[config.mk]
export PLATFORM = sky130hd
export DESIGN_NAME = aibcr3_dcc_cal_ctrl
export DESIGN_NICKNAME = d
export VERILOG_FILES = /design/src/rtl/aibcr3_dcc_cal_pkg.sv /design/src/rtl/aibcr3_dcc_cal_sync.sv /design/src/rtl/aibcr3_dcc_cal_ctrl.sv
export SDC_FILE = /design/constraint.sdc
export NUM_CORES = 1
export LEC_CHECK = 0
export CAP_MARGIN = 40
export CORE_MARGIN = 5
export CORE_UTILIZATION = 30
export CTS_CLUSTER_DIAMETER = 120
export DETAILED_ROUTE_END_ITERATION = 12
export PLACE_DENSITY = 0.61
export SLEW_MARGIN = 20
export SYNTH_ARGS = -nofsm -noshare
export SYNTH_HDL_FRONTEND = slang
export SYNTH_SLANG_ARGS = --single-unit
[constraint.sdc]
create_clock -name clk -period 2.7 [get_ports clk]
set_input_delay 0.405 -clock clk [delete_from_list [all_inputs] [get_ports clk]]
set_output_delay 0.405 -clock clk [all_outputs]
set_load 0.1 [all_outputs]
[src/rtl/aibcr3_dcc_cal_pkg.sv]
// Shared types for the DCC calibration sequencer: FSM state encoding and retry counter width.
package aibcr3_dcc_cal_pkg;

  localparam int RETRY_W = 3;

  typedef enum logic [2:0] {
    IDLE   = 3'd0,
    ARM    = 3'd1,
    WAIT   = 3'd2,
    DROP   = 3'd3,
    SETTLE = 3'd4,
    LOCKED = 3'd5,
    FAIL   = 3'd6
  } cal_state_t;

endpackage

[src/rtl/aibcr3_dcc_cal_sync.sv]
// Two-flop synchronizer bringing the DCC-domain done flag into the calibration clock domain.
module aibcr3_dcc_cal_sync (
  input  logic clk,
  input  logic rst,
  input  logic d,
  output logic q
);

  logic meta;

  always_ff @(posedge clk) begin
    if (rst) begin
      meta <= 1'b0;
      q    <= 1'b0;
    end else begin
      meta <= d;
      q    <= meta;
    end
  end

endmodule

[src/rtl/aibcr3_dcc_cal_ctrl.sv]
// DCC calibration sequencer: request/timeout/retry FSM with registered status outputs.
// Periodic recalibration from LOCKED is built only when AIBCR3_DCC_RECAL_EN is defined.
module aibcr3_dcc_cal_ctrl
  import aibcr3_dcc_cal_pkg::*;
#(
  parameter int              TMO_W      = 16,
  parameter logic [TMO_W-1:0] TMO_CYC    = 16'd4096,
  parameter logic [TMO_W-1:0] SETTLE_CYC = 16'd64,
  parameter logic [TMO_W-1:0] DROP_CYC   = 16'd8,
  parameter int unsigned     MAX_RETRY  = 3,
  parameter int              RECAL_W    = 24
) (
  input  logic               clk,
  input  logic               rst,
  input  logic               cal_start,
  input  logic               cal_abort,
  input  logic               cont_cal_en,
  input  logic [RECAL_W-1:0] recal_period,
  input  logic               dcc_done,
  output logic               dcc_req,
  output logic               cal_busy,
  output logic               cal_done,
  output logic               cal_fail,
  output logic [RETRY_W-1:0] retry_cnt,
  output logic               lost_lock
);

  localparam logic [TMO_W-1:0] TMO_LAST    = TMO_CYC - TMO_W'(1);
  localparam logic [TMO_W-1:0] SETTLE_LAST = SETTLE_CYC - TMO_W'(1);
  localparam logic [TMO_W-1:0] DROP_LAST   = DROP_CYC - TMO_W'(1);

  cal_state_t       state;
  cal_state_t       state_nxt;
  cal_state_t       retry_state;
  logic [TMO_W-1:0] tmr;
  logic [TMO_W-1:0] drop_cnt;
  logic [TMO_W-1:0] settle_cnt;
  logic             done_s;
  logic             retry_ok;
  logic             retry_inc;
  logic             retry_clr;
  logic             lost_set;
  logic             lost_clr;
  logic             recal_hit;

  aibcr3_dcc_cal_sync u_done_sync (
    .clk (clk),
    .rst (rst),
    .d   (dcc_done),
    .q   (done_s)
  );

  // A failed attempt (timeout, settle glitch, lock loss) either retries through DROP or gives up.
  assign retry_ok    = (retry_cnt < RETRY_W'(MAX_RETRY));
  assign retry_state = retry_ok ? DROP : FAIL;

`ifdef AIBCR3_DCC_RECAL_EN
  logic [RECAL_W-1:0] recal_cnt;

  always_ff @(posedge clk) begin
    if (rst) begin
      recal_cnt <= '0;
    end else if (state == LOCKED && state_nxt == LOCKED) begin
      recal_cnt <= recal_cnt + RECAL_W'(~&recal_cnt);
    end else begin
      recal_cnt <= '0;
    end
  end

  assign recal_hit = cont_cal_en && (recal_period != '0) &&
                     (recal_cnt == recal_period - RECAL_W'(1));
`else
  logic unused_recal;
  assign unused_recal = cont_cal_en ^ (^recal_period);
  assign recal_hit    = 1'b0;
`endif

  always_comb begin
    state_nxt = state;
    retry_inc = 1'b0;
    retry_clr = 1'b0;
    lost_set  = 1'b0;
    lost_clr  = 1'b0;
    if (cal_abort) begin
      state_nxt = IDLE;
    end else begin
      case (state)
        IDLE, FAIL: begin
          if (cal_start) begin
            state_nxt = ARM;
            lost_clr  = 1'b1;
          end
        end
        ARM: begin
          state_nxt = WAIT;
          retry_clr = 1'b1;
        end
        WAIT: begin
          if (done_s) begin
            state_nxt = SETTLE;
          end else if (tmr == TMO_LAST) begin
            state_nxt = retry_state;
            retry_inc = retry_ok;
          end
        end
        DROP: begin
          if (drop_cnt == DROP_LAST) state_nxt = WAIT;
        end
        SETTLE: begin
          if (!done_s) begin
            state_nxt = retry_state;
            retry_inc = retry_ok;
          end else if (settle_cnt == SETTLE_LAST) begin
            state_nxt = LOCKED;
          end
        end
        LOCKED: begin
          if (!done_s) begin
            lost_set  = 1'b1;
            state_nxt = retry_state;
            retry_inc = retry_ok;
          end else if (recal_hit) begin
            state_nxt = DROP;
            retry_clr = 1'b1;
          end
        end
        default: state_nxt = IDLE;
      endcase
    end
  end

  // Outputs decode the state being entered so they line up with the state register.
  always_ff @(posedge clk) begin
    if (rst) begin
      state      <= IDLE;
      dcc_req    <= 1'b0;
      cal_busy   <= 1'b0;
      cal_done   <= 1'b0;
      cal_fail   <= 1'b0;
      retry_cnt  <= '0;
      lost_lock  <= 1'b0;
      tmr        <= '0;
      drop_cnt   <= '0;
      settle_cnt <= '0;
    end else begin
      state    <= state_nxt;
      dcc_req  <= (state_nxt == WAIT) || (state_nxt == SETTLE) || (state_nxt == LOCKED);
      cal_busy <= (state_nxt == ARM) || (state_nxt == WAIT) ||
                  (state_nxt == DROP) || (state_nxt == SETTLE);
      cal_done <= (state_nxt == LOCKED);
      cal_fail <= (state_nxt == FAIL);

      tmr        <= (state == WAIT && state_nxt == WAIT) ?
                    tmr + TMO_W'(~&tmr) : '0;
      drop_cnt   <= (state == DROP && state_nxt == DROP) ?
                    drop_cnt + TMO_W'(~&drop_cnt) : '0;
      settle_cnt <= (state == SETTLE && state_nxt == SETTLE) ?
                    settle_cnt + TMO_W'(~&settle_cnt) : '0;

      if (retry_clr) begin
        retry_cnt <= '0;
      end else if (retry_inc && retry_cnt != '1) begin
        retry_cnt <= retry_cnt + RETRY_W'(1);
      end

      if (lost_clr) begin
        lost_lock <= 1'b0;
      end else if (lost_set) begin
        lost_lock <= 1'b1;
      end
    end
  end

endmodule
==> results of run 1 <==
[where the power goes]
group / total, uW / internal, uW / switching, uW
combinational: 54.9 / 20.5 / 34.4
sequential: 907 / 903 / 4.12
clock: 781 / 430 / 351
[cells in the final DEF, fill, tap and decap left out, types with 3 or more instances in the layout]
master           Yosys  layout
nor2_1              40      40
buf_4                2      12
ha_1                 8       8
clkbuf_8             0      13
xnor2_1             14      14
or3_1                3       3
dfxtp_1             61      61
and3_1              11      11
and2_1               3       3
nor4_1               6       6
nand4_1             15      15
nand2_1             15      15
inv_1               10      10
a21oi_1              5       5
xor2_1              29      29
nand3_1             19      19
nor3_1              19      19
nor3b_1              4       4
nand2b_1             4       4
and4_1               9       9
clkdlybuf4s50_1      0       4
[worst max path at each step]
stage / startpoint / endpoint / slack (ns) / cells after the start
floorplan: retry_cnt[0] / tmr[9] / 0.34 / 6
global placement: cal_start / settle_cnt[1] / 0.37 / 5
detailed placement: cal_start / settle_cnt[14] / 0.28 / 5
CTS: tmr[9] / tmr[14] / 0.32 / 10
global route: tmr[9] / tmr[14] / 0.15 / 10
finish: tmr[9] / tmr[14] / 0.33 / 10
[metrics by stage]
step	hold slack, ns	cells
3_5_place_dp	0.439	450
6_report	0.458	466
5_1_grt	0.487	466
2_1_floorplan	0.414	313
4_1_cts	0.463	466
3_3_place_gp	0.436	450
[state kept, by name, summed over array words and instances, names as in the netlist]
register          count
drop_cnt             16
settle_cnt           16
tmr                  16
retry_cnt             3
state                 3
cal_busy              1
cal_done              1
cal_fail              1
dcc_req               1
lost_lock             1
u_done_sync.meta      1
u_done_sync.q         1
[logic make-up (layout without fill, tap and decap cells)]
| family | count (synthesis) | after routing | share of synthesized area [%] |
|---|---|---|---|
| xor gates and xnor gates | 43 | 43 | 13.0 |
| AOI/OAI and AO/OA | 24 | 24 | 7.61 |
| DFF | 61 | 61 | 42.2 |
| and+or+nand+nor | 158 | 158 | 29.9 |
| muxes | 1 | 1 | 0.346 |
| buffers and inverters | 18 | 42 | 3.46 |
| adders and majority gates | 8 | 8 | 3.46 |
[layout make-up]
class,instances,area [um^2],area share (%)
clock inverters,3,17.5,0.528
well taps,129,161,4.86
inverters,10,37.5,1.13
flip-flops and latches,61,1220,36.8
repair buffers,16,130,3.92
clock buffers,13,179,5.39
multi-input cells,234,1570,47.4
[metal layers]
| metal | GRT usage (%) | part of all wire (%) | vias to the layer above |
|---|---|---|---|
| li1 | - | - | 1151 |
| met1 | 14.2 | 50 | 1055 |
| met2 | 16.5 | 43 | 34 |
| met3 | 3.94 | 4.6 | 13 |
| met4 | 5.32 | 2.3 | 0 |
| met5 | 0 | 0 | - |
[critical path: stages, from the launching register on]
cell and delay, ns:
dfxtp_1 0.34, and3_1 0.24, and3_1 0.22, nand4_1 0.11, ha_1 0.19, ha_1 0.19, nand3_1 0.18, nor3_1 0.40
nand2_1 0.14, xor2_1 0.18, nor2_1 0.05
==> impl_metrics.json, run 1 <==
{
  "status": "finished clean",
  "drv_cap": 0,
  "hold_start": "u_done_sync.meta",
  "synthArstFlopShare_pct": 0,
  "nFillCells": 973,
  "drt-total-wl_um": 5900,
  "power.total_uw": 1740,
  "grt_pass1_vias": 2234,
  "post-dp-hpwl_um": 4100,
  "synth.most_common_cell": "dfxtp_1",
  "clkTransAtPathRegs_ns": 0.07,
  "post_cts_resized": 0,
  "ys.flop_type": "dfxtp_1",
  "io_buffers": 12,
  "die_w_um": 108,
  "cts_setup_buffers": 0,
  "grt_remaining_overflow": 0,
  "endpoint_kind": "flop",
  "coreArea_mm2": 0.00933,
  "dp_slack_ns": 0.283,
  "reg2regPathDepth": 10,
  "wire_per_inst_um": 12.7,
  "clock_latency_ns": 0.35,
  "n_antenna_cell": 0,
  "fin_crit_ns": 2.37,
  "cts_made_buffers": 9,
  "worstPathArrival_ns": 2.60,
  "setup_slack_ns": 0.326,
  "synth_common_cells": "dfxtp_1 (61), nor2_1 (40), xor2_1 (29)",
  "setup_tns_ns": 0,
  "ir_worst_vdd_v": 0.000263,
  "synth_top_area_cell": "dfxtp_1",
  "dr.pass1.iters": 4,
  "yosys.area.top_type_share_pct": 42.2,
  "rsz0062_at_grt": "false",
  "num_rows": 35,
  "antenna_found_initial": 0,
  "design_area_mm2": 0.00332,
  "globalplace.congestion": 0.843,
  "syn_avg_cell_area_um2": 9.25,
  "area_delta_synth_final_pct": 14.7,
  "finalCritPeriodShare_pct": 87.9,
  "yosysSeqAreaShare_pct": 42.2,
  "io_pins": 38,
  "final_hold_viol_count": 0,
  "die_area_mm2": 0.0117,
  "critPathLaunchType": "flop",
  "syn-num-nets": 351,
  "grt_pass1_wl_um": 10300,
  "tritoncts": "yes",
  "min_to": "u_done_sync.q",
  "postCtsHoldBufs": 0,
  "synth_edf_count": 0,
  "utilization_pct": 35.6,
  "final_net_count": 370,
  "cts-root-buf": "clkbuf_8",
  "synthCells": 313,
  "cts_sinks": 61,
  "p_per_area_mw_per_mm2": 525,
  "drc": 0,
  "syn_area_mm2": 0.00290,
  "cts_max_level": 3,
  "setup_viol": 0,
  "crit_type": "flop to flop",
  "timing.fmax_mhz": 421,
  "ant_nets": 0,
  "r2r-start": "tmr[9]",
  "die_h_um": 108,
  "synth_cell_types": 48,
  "drv_slew": 0,
  "tightest_slew_ns": 0.641,
  "layout-drive-gt1-share_pct": 11.3,
  "avgViaCountPerCell": 4.83,
  "synth_area_leaders": "dfxtp_1 (42%), xor2_1 (8.8%), nor2_1 (5.2%)",
  "min_path_cells": 1,
  "crit_fanout": 5,
  "slew_headroom_pct": 56.7,
  "dr.first_iter.drc_count": 105,
  "clock_path_buffers": 2,
  "grt_usage_pct": 11.1,
  "synth.ff_latch_count": 61,
  "rrSetupSlack_ns": 0.33,
  "p_leak_uw": 0.00117,
  "grt_max_degree": 20,
  "r2r-end": "tmr[14]",
  "start_util_pct": 31.0,
  "vias": 2253,
  "required_ns": 2.93,
  "place_area_mm2": 0.00312,
  "hp-class": "flop to flop",
  "synth_warnings": 0,
  "skew_ns": 0.0121
}
Note: power is estimated with default switching activity, not from simulation.
==> inputs of run 2 (changes only) <==
--- a/config.mk
+++ b/config.mk
@@ -5,13 +5,15 @@
 export SDC_FILE = /design/constraint.sdc
 export NUM_CORES = 1
 export LEC_CHECK = 0
+export ABC_AREA = 1
 export CAP_MARGIN = 40
 export CORE_MARGIN = 5
 export CORE_UTILIZATION = 30
 export CTS_CLUSTER_DIAMETER = 120
 export DETAILED_ROUTE_END_ITERATION = 12
-export PLACE_DENSITY = 0.61
+export PLACE_DENSITY = 0.6
 export SLEW_MARGIN = 20
 export SYNTH_ARGS = -nofsm -noshare
 export SYNTH_HDL_FRONTEND = slang
 export SYNTH_SLANG_ARGS = --single-unit
+export TNS_END_PERCENT = 5
==> run 2 against run 1 <==
- core utilization rose by 0.19 points
- die area rose by 4.7%
- sequential share of layout area fell by 1.9 points
- clock power rose by 9.3%
- fmax fell by 2.4%
- critical path depth rose by 5
- synthesized cell count rose by 30%
- cell area rose by 5.8%
- critical endpoint is now drop_cnt[14]
- worst hold slack got worse by 0.058 ns
- combinational power fell by 11%
- largest power group unchanged
==> impl_metrics.json, run 2 <==
{
  "status": "finished clean",
  "skew_ns": 0.0121,
  "critPathLaunchType": "flop",
  "wl_met1_um": 2820,
  "synthArstFlopShare_pct": 0,
  "synth.ff_latch_count": 61,
  "final_cell_mix": "nor2_1 (76), nand2_1 (67), dfxtp_1 (58)",
  "dr.first_iter.drc_count": 87,
  "grt_remaining_overflow": 0,
  "synth_common_cells": "nor2_1 (76), nand2_1 (67), dfxtp_1 (61)",
  "fin_crit_ns": 2.43,
  "layout-drive-gt1-share_pct": 14.4,
  "setup_tns_ns": 0,
  "clock_latency_ns": 0.33,
  "top_layer_used": "met4",
  "start_util_pct": 31.0,
  "syn_area_mm2": 0.00305,
  "grt_pass1_wl_um": 10300,
  "p_int_uw": 1430,
  "rsz0062_at_grt": "false",
  "ir_worst_vdd_v": 0.000232,
  "grt_max_degree": 17,
  "cts_made_buffers": 9,
  "wl_met3_um": 183,
  "min_path_cells": 2,
  "wire_per_inst_um": 9.99,
  "crit_top_cell": "nor2_1",
  "die_h_um": 111,
  "synth_top_area_cell": "dfxtp_1",
  "pwr-share-comb_pct": 2.7,
  "synth_cell_types": 33,
  "n_antenna_cell": 0,
  "area_delta_synth_final_pct": 15.4,
  "cts-root-buf": "clkbuf_8",
  "crit_path_max_incr_delay_ns": 0.41,
  "reg2regPathDepth": 15,
  "hp-class": "flop to flop",
  "grt_pass1_vias": 2323,
  "avgViaCountPerCell": 4.40,
  "postCtsHoldBufs": 0,
  "post_cts_resized": 0,
  "drv_slew": 0,
  "required_ns": 2.91,
  "drc": 0,
  "nFillCells": 1060,
  "tritoncts": "yes",
  "seq_area_mm2": 0.00122,
  "synth_area_leaders": "dfxtp_1 (40%), nor2_1 (9.4%), nand2_1 (8.3%)",
  "seqPwrFrac_pct": 50.1,
  "yosysSeqAreaShare_pct": 40.1,
  "setup_viol": 0,
  "slew_headroom_pct": 63.3,
  "synth_edf_count": 0,
  "clkTransAtPathRegs_ns": 0.06,
  "crit_type": "flop to flop",
  "vias": 2484,
  "syn-num-nets": 445,
  "wl_met2_um": 2610,
  "antenna_found_initial": 0,
  "syn_avg_cell_area_um2": 7.48,
  "reg.largest.list": "drop_cnt x16, settle_cnt x16, tmr x16",
  "io_buffers": 12,
  "p_leak_uw": 0.00122,
  "die_w_um": 111,
  "ant_nets": 0,
  "p_sw_share_pct": 20.8,
  "final_hold_viol_count": 0,
  "dr.pass1.iters": 4,
  "setup_slack_ns": 0.267,
  "final_net_count": 465,
  "cts_sinks": 61,
  "timing.fmax_mhz": 411,
  "final_common_cell": "nor2_1",
  "tightest_slew_ns": 0.544,
  "yosys.area.top_type_share_pct": 40.1,
  "endpoint_kind": "flop",
  "num_rows": 36,
  "cts_max_level": 3,
  "p_per_area_mw_per_mm2": 515,
  "switchingPower_uw": 376,
  "die_area_mm2": 0.0123,
  "multi_input_area_mm2": 0.00161,
  "drt-total-wl_um": 5640,
  "dp_slack_ns": 0.132,
  "globalplace.congestion": 0.832,
  "path_cells": "nand2_1, nor3_4, nand4_1, or4_1, ha_1, ha_1, nand3_2, nor2_1, nand3_1, nor2_1, nand2_1, nor2_1, xor2_1, inv_1, nor2_1",
  "p_clk_share_pct": 47.2,
  "ys.flop_type": "dfxtp_1",
  "crit_fanout": 4,
  "finalCritPeriodShare_pct": 90.1,
  "synth.most_common_cell": "nor2_1",
  "io_pins": 38,
  "drv_cap": 0,
  "grt_usage_pct": 9.86,
  "coreArea_mm2": 0.00982,
  "post-dp-hpwl_um": 4180,
  "synth_warnings": 0,
  "cts_setup_buffers": 0,
  "synthCells": 407,
  "worstPathArrival_ns": 2.65,
  "cp_slowest_cell": "or4_1",
  "clock_path_buffers": 2
}
==> run 2: cell count changes in the layout (fill, tap and decap cells not counted), moves of 11 or more <==
cell	previous run	this run
nor2_1	40	76
inv_1	10	48
and3_1	11	0
nand2_1	15	67
nor2_2	0	14
==> run 2: routing by layer <==
| layer | track usage [%] | vias to the layer above |
|---|---|---|
| met5 | 0 | - |
| met4 | 3.20 | 0 |
| met3 | 3.44 | 4 |
| met2 | 15.7 | 29 |
| met1 | 12.5 | 1110 |
| li1 | - | 1341 |
==> run 2: area by class of cell <==
cell class,count,share of cell area (%)
clock inverters,5,2.14
multi-input cells,288,45.7
inverters,54,5.77
flip-flops and latches,61,34.9
clock buffers,11,3.74
well taps,133,4.73
repair buffers,13,3.06
==> run 2: power groups by stage <==
stage               Sequential [uW]  Combinational (uW)  Clock (uW)
global route                    906                53.7         934
finish                          906                49.0         854
global placement                927                48.6           0
CTS                             906                49.3         892
detailed placement              927                49.2           0
floorplan                       934                26.7           0
==> run 2: cell families (layout without fill, tap and decap cells) <==
group / after synthesis / after routing / share of synthesized area, %
AOI/OAI and AO/OA: 24 / 24 / 4.48
DFF: 61 / 61 / 40.1
adders and majority gates: 8 / 8 / 3.29
xor gates and xnor gates: 30 / 30 / 8.63
buffers and inverters: 58 / 83 / 7.68
and+or+nand+nor: 226 / 226 / 35.8
==> run 2: critical path: cells and delay by family, from the launching register on <==
kind          cells  cell delay [ns]
simple gates     11             1.35
flops             1             0.36
xor+xnor          1             0.13
fa+ha+maj         2             0.42
buf+inv           1             0.05
==> run 2: per-stage QoR <==
step | total power [uW] | util [%] | cell area, um^2 | hold slack, ns | cells
2_1_floorplan | 961 | - | 3050 | 0.388 | 407
3_3_place_gp | 975 | 33.5 | 3290 | 0.391 | 549
3_5_place_dp | 976 | 33.5 | 3290 | 0.393 | 549
4_1_cts | 1850 | 35.6 | 3490 | 0.400 | 565
5_1_grt | 1890 | 35.8 | 3510 | 0.428 | 565
6_report | 1810 | 35.8 | 3510 | 0.400 | 565
==> run 2: worst paths after layout <==
path	start	endpoint	slack, ns
hold reg to reg	u_done_sync.meta	u_done_sync.q	0.40
hold / removal	u_done_sync.meta	u_done_sync.q	0.40
setup reg to reg	drop_cnt[7]	drop_cnt[14]	0.27
setup / recovery	drop_cnt[7]	drop_cnt[14]	0.27
==> inputs of run 3 (changes only) <==
--- a/config.mk
+++ b/config.mk
@@ -16,4 +16,4 @@
 export SYNTH_ARGS = -nofsm -noshare
 export SYNTH_HDL_FRONTEND = slang
 export SYNTH_SLANG_ARGS = --single-unit
-export TNS_END_PERCENT = 5
+export TNS_END_PERCENT = 30
==> results of run 3 <==
Same layout as run 2: the final DEF is identical, and so are final timing and power.
